===== src/rtl/posit_encoder.sv =====
// Bit-serial posit encoder: packs sign/scale/fraction into an N-bit posit with
// round-to-nearest-even; zero, NaR and regime saturation take a 1-cycle path.
module posit_encoder #(
  parameter int N       = 16,
  parameter int ES      = 2,
  parameter int FRAC_W  = 16,
  parameter int SCALE_W = 8
) (
  input  logic                      clk,
  input  logic                      rst,
  input  logic                      encoder_start,
  input  logic                      is_zero,
  input  logic                      is_nar,
  input  logic                      sign,
  input  logic signed [SCALE_W-1:0] scale,
  input  logic [FRAC_W-1:0]         frac,
  input  logic                      sticky_in,
  output logic [N-1:0]              posit_out,
  output logic                      encode_done,
  output logic                      busy
);

  localparam int TW    = ES + FRAC_W;
  localparam int CNT_W = $clog2(N) + 1;
  localparam int BIT_W = $clog2(N);
  localparam logic [N-2:0] MAXPOS = '1;
  localparam logic [N-2:0] MINPOS = {{(N-2){1'b0}}, 1'b1};

  typedef enum logic [1:0] {S_IDLE, S_EMIT, S_ROUND, S_DONE} state_t;

  state_t             state_q;
  logic [N-1:0]       posit_q;
  logic               done_q;
  logic               busy_q;
  logic [CNT_W-1:0]   run_cnt_q;
  logic               run_val_q;
  logic               term_done_q;
  logic [BIT_W-1:0]   bit_cnt_q;

  logic [N-2:0]       body_q;
  logic [TW-1:0]      tail_q;
  logic               sign_q;
  logic               sticky_q;

  logic signed [SCALE_W-1:0] k_s;
  int                 k_i;
  logic [CNT_W-1:0]   run_len_d;
  logic               emit_bit;
  logic               guard;
  logic               sticky;
  logic [N-2:0]       body_rnd_d;
  logic               capture;

  function automatic logic [N-2:0] round_rne(input logic [N-2:0] body,
                                             input logic g, input logic s);
    // An all-ones body is maxpos: incrementing it would wrap into NaR.
    if (g && (body[0] || s) && !(&body)) return body + 1'b1;
    return body;
  endfunction

  function automatic logic [N-1:0] apply_sign(input logic neg, input logic [N-2:0] body);
    logic [N-1:0] mag;
    mag = {1'b0, body};
    return neg ? (~mag + 1'b1) : mag;
  endfunction

  assign k_s     = scale >>> ES;
  assign capture = (state_q == S_IDLE) && encoder_start;

  always_comb begin
    k_i       = int'(k_s);
    run_len_d = (k_i >= 0) ? CNT_W'(k_i + 1) : CNT_W'(-k_i);
  end

  // Regime run first, then its terminator, then the tail MSB-first.
  always_comb begin
    emit_bit = tail_q[TW-1];
    if (run_cnt_q != '0)  emit_bit = run_val_q;
    else if (!term_done_q) emit_bit = ~run_val_q;
  end

  always_comb begin
    guard      = tail_q[TW-1];
    sticky     = (|tail_q[TW-2:0]) | sticky_q;
    body_rnd_d = round_rne(body_q, guard, sticky);
  end

  // Datapath registers: captured at start, shifted while emitting.
  always_ff @(posedge clk) begin
    if (capture) begin
      body_q   <= '0;
      tail_q   <= {scale[ES-1:0], frac};
      sign_q   <= sign;
      sticky_q <= sticky_in;
    end else if (state_q == S_EMIT) begin
      body_q <= {body_q[N-3:0], emit_bit};
      if (run_cnt_q == '0 && term_done_q) tail_q <= tail_q << 1;
    end
  end

  // Control FSM with registered outputs.
  always_ff @(posedge clk) begin
    if (rst) begin
      state_q     <= S_IDLE;
      posit_q     <= '0;
      done_q      <= 1'b0;
      busy_q      <= 1'b0;
      run_cnt_q   <= '0;
      run_val_q   <= 1'b0;
      term_done_q <= 1'b0;
      bit_cnt_q   <= '0;
    end else begin
      done_q <= 1'b0;
      unique case (state_q)
        S_IDLE: begin
          if (encoder_start) begin
            busy_q      <= 1'b1;
            run_cnt_q   <= run_len_d;
            run_val_q   <= ~k_s[SCALE_W-1];
            term_done_q <= 1'b0;
            bit_cnt_q   <= '0;
            if (is_nar) begin
              posit_q <= {1'b1, {(N-1){1'b0}}};
              state_q <= S_DONE;
            end else if (is_zero) begin
              posit_q <= '0;
              state_q <= S_DONE;
            end else if (k_i >= N - 2) begin
              posit_q <= apply_sign(sign, MAXPOS);
              state_q <= S_DONE;
            end else if (k_i <= -(N - 1)) begin
              posit_q <= apply_sign(sign, MINPOS);
              state_q <= S_DONE;
            end else begin
              state_q <= S_EMIT;
            end
          end
        end
        S_EMIT: begin
          if (run_cnt_q != '0)   run_cnt_q   <= run_cnt_q - 1'b1;
          else if (!term_done_q) term_done_q <= 1'b1;
          bit_cnt_q <= bit_cnt_q + 1'b1;
          if (bit_cnt_q == BIT_W'(N - 2)) state_q <= S_ROUND;
        end
        S_ROUND: begin
          posit_q <= apply_sign(sign_q, body_rnd_d);
          state_q <= S_DONE;
        end
        S_DONE: begin
          done_q  <= 1'b1;
          busy_q  <= 1'b0;
          state_q <= S_IDLE;
        end
        default: state_q <= S_IDLE;
      endcase
    end
  end

  assign posit_out   = posit_q;
  assign encode_done = done_q;
  assign busy        = busy_q;

endmodule


===== config.mk =====
export PLATFORM = sky130hd
export DESIGN_NAME = posit_encoder
export DESIGN_NICKNAME = d
export VERILOG_FILES = /design/src/rtl/posit_encoder.sv
export SDC_FILE = /design/constraint.sdc
export NUM_CORES = 1
export LEC_CHECK = 0
export CAP_MARGIN = 20
export CORE_UTILIZATION = 50
export CTS_CLUSTER_SIZE = 30
export DETAILED_ROUTE_END_ITERATION = 8
export PLACE_DENSITY = 0.73
export SETUP_SLACK_MARGIN = 0.4
export SLEW_MARGIN = 20
export SYNTH_ARGS = -nofsm -noshare
export SYNTH_HDL_FRONTEND = slang
export SYNTH_SLANG_ARGS = --single-unit

===== constraint.sdc =====
create_clock -name clk -period 9.5 [get_ports clk]
set_input_delay 0.95 -clock clk [delete_from_list [all_inputs] [get_ports clk]]
set_output_delay 0.95 -clock clk [all_outputs]
set_load 0.02 [all_outputs]

==> run metrics <==
nets=568; area share of the leading cell type in the synthesized netlist=23.06%; Mapped Cells=486; Final Cycle Share=39.41%; worst vdd ir=178.3 uV; most common cell after layout, fill and taps aside=nand2_1; register area=1521 sq um; clock skew=0.01084 ns; Setup WS pre-CTS=5.742 ns; postcts setup bufs=0; crit path DAT=4.00 ns; DIE WIDTH=91.38 um; number of synthesized register bits=66; vias in the first global route=3316; Detailed Routing Iterations Pass 1=4; Max-slew headroom=30.36%; Final min period=3.744 ns; drt via density=5.565; synthesized area per cell=8.218 sq um; async set or reset register ratio after synthesis=0%; Sink Count=66; Net Count, Synth=531; Most Frequent Cell on Critical Path=mux2i_1; Ys Warns=0; prevailing post-synth register cell=dfxtp_1; Final Hold Fails=0; CTS Buffer Depth=2; Resized cells post-CTS=0; clk slew on worst S/H paths=0.08 ns; HP Class=register to register; Required @ worst endpoint=9.76 ns; Distinct cells, synth=55; number of buffers created by CTS=9; Startpoint Class=register; HPWL after detailed placement=6258 um; I/O pin cnt=49; status=complete, no violations; Slew @ Worst Pin=1.040 ns; Crit Path Category=register to register; core box area=7727 sq um; first-pass GRT wire length=15060 um; Antenna Cells=0; cts hold-fix bufs=0; die height=91.38 um; RSZ-0062 raised after global routing=false; TritonCTS clock tree=yes; Port-buffer cells=48; full die area=8349 sq um; Crit-path slowest cell=o211ai_1; Skew-Pair Late Insertion Delay=0.36 ns; vias=3506; Final setup viols=0; Final Max Slew Viols=0; TNS Setup=0 ns; final WL=8901 um; Avg WL per Cell=14.13 um; Placer Congestion=0.9028; DR DRC count=0; largest net degree at the start of global routing=38; cell area after layout=4713 sq um; row cnt=32; max_cap viols=0; placed inst area=4492 sq um; Netlist Area Pre-Place=3994 sq um; Initial Utilization=51.68%; sequential area share after synthesis=38.10%; Fillers=714; number of flops mapped to enable cells by yosys=20; layout cells sized above 1=5.682%; fmax=267.1 MHz; leakage=1.792 nW; global-route congestion overflow total=0; Antenna Nets Post-Route=0; area of the multi-input gates=2246 sq um; initial DRC count=159; synthesis-to-finish area growth=18.01%; initial antenna violation count=0; worst setup margin=5.756 ns; main area contributors after synthesis=dfxtp_1, edfxtp_1, nand2_1, mux2i_1, nor2_1; CP max FO=13; power density over the cells=277.3 nW/um^2; H-tree Lvls=3; CP peak stage delay=0.86 ns; root buffer cell=clkbuf_8; Synth area leader=dfxtp_1; Buf/Inv on CP=0; CP Cell Sequence=nor4_1 -> nand4_1 -> o211ai_1 -> mux2i_1 -> ha_1 -> nand3_1 -> mux2_2 -> a21oi_1 -> a41oi_1 -> mux2i_1 -> a21o_1; most frequent cells in the layout=nand2_1, nor2_1, clkdlybuf4s50_1, dfxtp_1, a21oi_1; Total Routing Usage GR=22.59%; CP Capture Type=register; cell family with most CP delay=compound AO/OA/AOI/OAI gates
## flip-flops by register name, indices dropped and copies added, names as in the netlist, 2 cells and up
signal / cells
tail_q: 18
posit_out: 16
body_q: 15
run_cnt_q: 5
bit_cnt_q: 4
state_q: 2
## routing by layer
layer / part of all wire (%) / global-route usage [%] / wire length (um) / up-vias
met5: 0 / 0 / 0 / -
met4: 2.2 / 8.466 / 196 / 0
met3: 3.8 / 6.951 / 338 / 19
met2: 49 / 38.01 / 4338 / 60
met1: 45 / 27.00 / 4028 / 1658
li1: - / - / - / 1769
## logic make-up (layout without fill, tap and decap cells)
kind of cell | Yosys count | count (layout) | share of synthesized area, %
AOI/OAI and AO/OA | 88 | 88 | 14.25
and+or+nand+nor | 217 | 217 | 25.60
buffers and inverters | 50 | 92 | 5.670
muxes | 24 | 24 | 6.078
DFF | 66 | 66 | 38.10
adders and majority gates | 14 | 14 | 4.386
xor gates and xnor gates | 27 | 27 | 5.921
## per-stage QoR
stage	total power, W	instances	hold WS (ns)	util, %
CTS	0.001305	629	0.5012	60.64
global route	0.001409	630	0.5253	60.99
finish	0.001307	630	0.4970	60.99
floorplan	0.0008828	486	0.4590	-
global placement	0.001052	613	0.4733	58.13
detailed placement	0.001065	613	0.4769	58.13
## area by class of cell
type                            count  area share, %
Timing Repair Buffer               53          11.41
Tap cell                          102          2.708
Clock buffer                       10          2.708
Clock inverter                      6          1.407
Multi-Input combinational cell    370          47.65
Sequential cell                    66          32.28
Inverter                           23          1.832
## power breakdown
part	internal, W	total [W]	leakage [nW]	switching (W)
clock	0.000122	0.000236	0.0889	0.000114
sequential	0.000397	0.000460	0.568	0.0000627
combinational	0.000249	0.000612	1.14	0.000363
## worst min-delay path: cells and delay by family, from the launching register on
family	cells	cell delay, ns
simple gates	2	0.15
flops	1	0.31
## cells in the mapped netlist, types with 2 or more instances
cell / number
and4_4: 2
ha_1: 14
or3_1: 6
xor2_1: 9
dfxtp_1: 46
buf_6: 4
a31oi_1: 6
and2_1: 2
a211oi_1: 7
a22oi_1: 4
edfxtp_1: 20
nor3_1: 19
and4_1: 2
a21oi_1: 30
o31ai_1: 2
nor2b_1: 3
inv_1: 22
o211ai_1: 6
nand2_1: 83
mux2_2: 2
buf_1: 4
and3_4: 2
nand2b_1: 3
nor4_1: 7
and3_1: 2
nand4_1: 7
nor4b_1: 2
xnor2_1: 18
a41oi_1: 2
a21o_1: 5
o21ai_0: 13
nor3b_1: 4
nand3_1: 11
mux2i_1: 22
a311oi_1: 2
buf_2: 4
nor2_1: 57
a2111oi_0: 2
clkbuf_1: 14
## worst paths after layout
| path | from | to | slack, ns | cells after the start |
|---|---|---|---|---|
| max reg2reg | tail_q[9]$_DFFE_PP_ | posit_out[14]$_SDFFE_PP0P_ | 5.76 | 11 |
| max | tail_q[9]$_DFFE_PP_ | posit_out[14]$_SDFFE_PP0P_ | 5.76 | 11 |
| min reg2reg | posit_out[6]$_SDFFE_PP0P_ | posit_out[6]$_SDFFE_PP0P_ | 0.50 | 2 |
| min | posit_out[6]$_SDFFE_PP0P_ | posit_out[6]$_SDFFE_PP0P_ | 0.50 | 2 |
No activity file was read; power rests on OpenSTA's default activity.
